## src/rtl/image_writer_if.sv

```systemverilog
// Row-input and frame-buffer write bundle for image_writer.
// master: row producer / fb observer; slave: the writer.
interface image_writer_if #(
  parameter int NCOLS = 80
);
  logic [NCOLS-1:0] row_data;
  logic             row_valid;
  logic             row_ready;
  logic             clear_req;
  logic [6:0]       rowW;
  logic [6:0]       colW;
  logic             we;
  logic             dataW;
  logic [6:0]       cur_row;
  logic             row_done;

  modport master (
    output row_data, row_valid, clear_req,
    input  row_ready, rowW, colW, we,
    input  dataW, cur_row, row_done
  );

  modport slave (
    input  row_data, row_valid, clear_req,
    output row_ready, rowW, colW, we,
    output dataW, cur_row, row_done
  );
endinterface

```

## src/rtl/image_writer.sv

```systemverilog
// Serialises accepted rows (or a full clear) into 1-bit frame-buffer writes.
// Ports: clk, rstn (async active-low), bus (image_writer_if.slave).
module image_writer #(
  parameter int NCOLS = 80,
  parameter int NROWS = 60
) (
  input  logic           clk,
  input  logic           rstn,
  image_writer_if.slave  bus
);

  typedef enum logic [1:0] {
    IDLE,
    WRITE_ROW,
    CLEAR
  } state_t;

  localparam logic [6:0] LASTC = 7'(NCOLS - 1);
  localparam logic [6:0] LASTR = 7'(NROWS - 1);

  state_t           state_q;
  logic [NCOLS-1:0] row_q;
  logic [6:0]       rowW_q;
  logic [6:0]       colW_q;
  logic             we_q;
  logic             dataW_q;
  logic [6:0]       cur_row_q;
  logic             row_done_q;
  logic [6:0]       col_d;

  always_comb begin
    col_d = colW_q + 7'd1;
  end

  assign bus.row_ready = (state_q == IDLE) &&
                         !bus.clear_req;
  assign bus.rowW      = rowW_q;
  assign bus.colW      = colW_q;
  assign bus.we        = we_q;
  assign bus.dataW     = dataW_q;
  assign bus.cur_row   = cur_row_q;
  assign bus.row_done  = row_done_q;

  always_ff @(posedge clk or negedge rstn) begin
    if (!rstn) begin
      state_q    <= IDLE;
      row_q      <= '0;
      rowW_q     <= '0;
      colW_q     <= '0;
      we_q       <= 1'b0;
      dataW_q    <= 1'b0;
      cur_row_q  <= '0;
      row_done_q <= 1'b0;
    end else begin
      row_done_q <= 1'b0;
      unique case (state_q)
        IDLE: begin
          // clear has priority; row_valid stays pending
          if (bus.clear_req) begin
            state_q <= CLEAR;
            we_q    <= 1'b1;
            dataW_q <= 1'b0;
            rowW_q  <= '0;
            colW_q  <= '0;
          end else if (bus.row_valid) begin
            state_q <= WRITE_ROW;
            row_q   <= bus.row_data;
            we_q    <= 1'b1;
            rowW_q  <= cur_row_q;
            colW_q  <= '0;
            dataW_q <= bus.row_data[0];
          end
        end
        WRITE_ROW: begin
          if (colW_q == LASTC) begin
            state_q    <= IDLE;
            we_q       <= 1'b0;
            row_done_q <= 1'b1;
            cur_row_q  <= (cur_row_q == LASTR) ?
                          7'd0 : cur_row_q + 7'd1;
          end else begin
            colW_q  <= col_d;
            dataW_q <= row_q[col_d];
          end
        end
        CLEAR: begin
          if (colW_q != LASTC) begin
            colW_q <= col_d;
          end else if (rowW_q != LASTR) begin
            colW_q <= '0;
            rowW_q <= rowW_q + 7'd1;
          end else begin
            state_q    <= IDLE;
            we_q       <= 1'b0;
            cur_row_q  <= '0;
            row_done_q <= 1'b1;
          end
        end
        default: begin
          state_q <= IDLE;
          we_q    <= 1'b0;
        end
      endcase
    end
  end

endmodule

```

## src/flat_wrapper.sv

```systemverilog
// flat-port wrapper written by rule: the top's interface ports become plain ports
module image_writer_flat 
#(
  parameter int NCOLS = 80,
  parameter int NROWS = 60
)
  (clk, rstn, bus_row_data, bus_row_valid, bus_clear_req, bus_row_ready, bus_rowW, bus_colW, bus_we, bus_dataW, bus_cur_row, bus_row_done);
  image_writer_if #(.NCOLS(NCOLS)) bus_i ();
  input  logic clk;
  input  logic rstn;
  input wire logic [$bits(bus_i.row_data)-1:0] bus_row_data;
  input wire logic [$bits(bus_i.row_valid)-1:0] bus_row_valid;
  input wire logic [$bits(bus_i.clear_req)-1:0] bus_clear_req;
  output wire logic [$bits(bus_i.row_ready)-1:0] bus_row_ready;
  output wire logic [$bits(bus_i.rowW)-1:0] bus_rowW;
  output wire logic [$bits(bus_i.colW)-1:0] bus_colW;
  output wire logic [$bits(bus_i.we)-1:0] bus_we;
  output wire logic [$bits(bus_i.dataW)-1:0] bus_dataW;
  output wire logic [$bits(bus_i.cur_row)-1:0] bus_cur_row;
  output wire logic [$bits(bus_i.row_done)-1:0] bus_row_done;
  assign bus_i.row_data = bus_row_data;
  assign bus_i.row_valid = bus_row_valid;
  assign bus_i.clear_req = bus_clear_req;
  assign bus_row_ready = bus_i.row_ready;
  assign bus_rowW = bus_i.rowW;
  assign bus_colW = bus_i.colW;
  assign bus_we = bus_i.we;
  assign bus_dataW = bus_i.dataW;
  assign bus_cur_row = bus_i.cur_row;
  assign bus_row_done = bus_i.row_done;
  image_writer #(.NCOLS(NCOLS), .NROWS(NROWS)) u_core (.clk(clk), .rstn(rstn), .bus(bus_i));
endmodule
```

## config.mk

```make
export PLATFORM = sky130hd
export DESIGN_NAME = image_writer_flat
export DESIGN_NICKNAME = d
export VERILOG_FILES = /design/src/rtl/image_writer_if.sv /design/src/rtl/image_writer.sv /design/src/flat_wrapper.sv
export SDC_FILE = /design/constraint.sdc
export NUM_CORES = 1
export LEC_CHECK = 0
export ABC_AREA = 1
export CAP_MARGIN = 30
export CORE_ASPECT_RATIO = 0.6
export CORE_MARGIN = 4
export CORE_UTILIZATION = 32
export DETAILED_ROUTE_END_ITERATION = 12
export SYNTH_ARGS = -nofsm -noshare
export SYNTH_HDL_FRONTEND = slang
export SYNTH_SLANG_ARGS = --single-unit
export TNS_END_PERCENT = 5
```

## constraint.sdc

```tcl
create_clock -name clk -period 2.57 [get_ports clk]
set_input_delay 0.257 -clock clk [delete_from_list [all_inputs] [get_ports clk]]
set_output_delay 0.257 -clock clk [all_outputs]
set_load 0.05 [all_outputs]
```

==> metrics.yaml <==
outcome: "finished, final reports clean"
grt_max_degree: 71
min_period_ps: 2340
hold_violations: 0
fillers: 1696
cts_setup_buffers: 0
hpwl_mm: 11.1
yosysWarnings: 0
holdCritPathClass: "in2async"
setup_slack_ps: 226
period_share_pct: 91.2
multiInputGateArea_um2: 2310
fin_area_um2: 7080
netlist_instances: 660
tightest_slew_ps: 547
vias_per_cell: 4.65
reg2reg_depth: 9
netlist_area_um2: 5480
die_area_um2: 19300
finalMaxSlewViolations: 0
start_util_pct: 33.2
io_pins: 109
ant_nets: 0
synth.avg_cell_area_um2: 8.30
cap_violations: 0
die_height_um: 109
synth_top_cell_by_area: "dfrtp_1"
startpoint_type: "register"
cp_data_arrival_time_ps: 2090
track_usage_pct: 15.6
cts_root_buf: "clkbuf_16"
layout-drive-gt1-share_pct: 9.83
final_cells: 991
ir_worst_vdd_uv: 434
htreeDepth: 3
setup_tns_ps: 0
dieWidth_um: 177
cp_slowest_cell: "clkdlybuf4s50_1"
avgRoutedWirePerCell_um: 14.8
ys_seq_elements: 106
cp_slowest_stage_delay_ps: 920
crit_chain: "buf_4 -> clkdlybuf4s50_1"
dr.first_iter.drc_count: 374
nets: 849
port_buffers: 108
regArea_um2: 2650
syn_nets: 751
critPathMaxFanout: 51
rows: 36
vias: 4609
netlist.area_leader.share_pct: 48.4
dr.pass1.iters: 5
cts_buffers: 9
routabilityCongestion: 0.838
synthTopCellsByArea: "dfrtp_1 (48%), nand2_1 (6.8%), nor2_1 (6.6%)"
remaining_drc_errors: 0
diodes: 0
setup_violations: 0
grt_pass1_vias: 4509
required_ps: 2310
dpl_worst_slack_ps: 463
dp.cells: 974
relSlewSlack_pct: 63.4
grt_pass1_wl_mm: 23.9
core_um2: 16500
clock_latency_ps: 350
fmax_mhz: 427
routed_wl_mm: 14.7
cp-end-kind: "primary output"
place_area_um2: 6780
power_per_cell_area_nw_per_um2: 1010
p_leak_nw: 3.28
finClkSkew_ps: 7.98
final_common_cell: "clkdlybuf4s50_1"
path_class: "reg2out"
clock_path_buffers: 2
rsz0062_at_grt: "no"
synth.distinct_cells: 37
layout_common_cells: "clkdlybuf4s50_1 (106), dfrtp_1 (105), nand2_1 (98)"
power_mw: 7.16
cts.sinks: 106
yosysSeqAreaShare_pct: 48.4
cts_tree: "done"
area_growth_pct: 29.2
clk_pin_slew_ps: 70
antenna_found_initial: 0
overflow: 0
-- synthesized netlist by cell type, drive strengths merged --
library cell / number
ha: 7
nor4: 2
o22ai: 9
nand4: 2
buf: 32
dfrtp: 106
nand3: 70
xnor2: 1
and2: 1
nand2: 100
a31oi: 5
xor2: 3
or2: 2
o21ai: 24
inv: 88
o211ai: 6
nor2: 100
a21oi: 69
mux2: 24
nor3: 8
nand3b: 1
-- final timing paths --
| path | start | end | slack, ps |
|---|---|---|---|
| setup / recovery | u_core.bus.colW[0]$_DFFE_PN0P_ | bus_colW[0] | 230 |
| hold / removal | rstn | u_core.row_q[31]$_DFFE_PN0P_ | 410 |
| setup reg to reg | u_core.state_q[0]$_DFFE_PN0P_ | u_core.row_q[43]$_DFFE_PN0P_ | 510 |
| hold reg to reg | u_core.bus.we$_DFFE_PN0P_ | u_core.bus.we$_DFFE_PN0P_ | 500 |
| max in group asynchronous | rstn | u_core.bus.colW[0]$_DFFE_PN0P_ | 1400 |
| min in group clk | bus_row_data[68] | u_core.row_q[68]$_DFFE_PN0P_ | 480 |
-- area by class of cell --
| class | instances | share of cell area (%) |
|---|---|---|
| multi-input combinational | 434 | 32.6 |
| sequential | 106 | 37.5 |
| clock inverter | 6 | 0.689 |
| inverter | 88 | 4.67 |
| tap | 228 | 4.03 |
| clock buffer | 10 | 3.38 |
| timing repair buffer | 119 | 17.1 |
-- worst max-delay path: cells and delay by family, from the launching register on --
kind | cells | cell delay (ps)
flip-flops | 1 | 380
buffers and inverters | 2 | 1360
-- per-stage QoR --
step,hold WS [ps],utilization [%]
3_3_place_gp,257,41.1
3_5_place_dp,259,41.1
6_report,412,42.9
4_1_cts,427,42.9
2_1_floorplan,-38.6,-
5_1_grt,460,42.9
-- kinds of logic after synthesis --
group / Yosys count / synth area share, %
AND/OR/NAND/NOR: 286 / 23.5
buffers and inverters: 120 / 9.55
AO/OA/AOI/OAI: 113 / 11.2
flip-flops: 106 / 48.4
multiplexers: 24 / 4.93
adder cells (fa/ha/maj): 7 / 1.60
XOR/XNOR: 4 / 0.777
-- flip-flops by register name (all words and copies together), names as in the netlist --
| name | flops |
|---|---|
| u_core.row_q | 80 |
| u_core.bus.colW | 7 |
| u_core.bus.cur_row | 7 |
| u_core.bus.rowW | 7 |
| u_core.state_q | 2 |
| u_core.bus.dataW | 1 |
| u_core.bus.row_done | 1 |
| u_core.bus.we | 1 |
-- where the power goes --
group / switching, mW / internal, mW
sequential: 0.348 / 2.41
clock: 0.652 / 0.697
combinational: 1.91 / 1.15
total: 2.91 / 4.25
-- routing by layer --
layer | global-route usage (%) | share of wire, % | vias up
li1 | - | - | 2336
met1 | 25.9 | 55 | 2131
met2 | 20.2 | 37 | 134
met3 | 4.16 | 7.3 | 8
met4 | 2.21 | 0.58 | 0
met5 | 0 | 0 | -
-- timing repair --
action                     CTS  global route
resized for setup            0             0
hold buffers                 1             0
setup endpoints to repair    0             0
hold endpoints to repair    36             0
No activity file was read; power rests on OpenSTA's default activity.
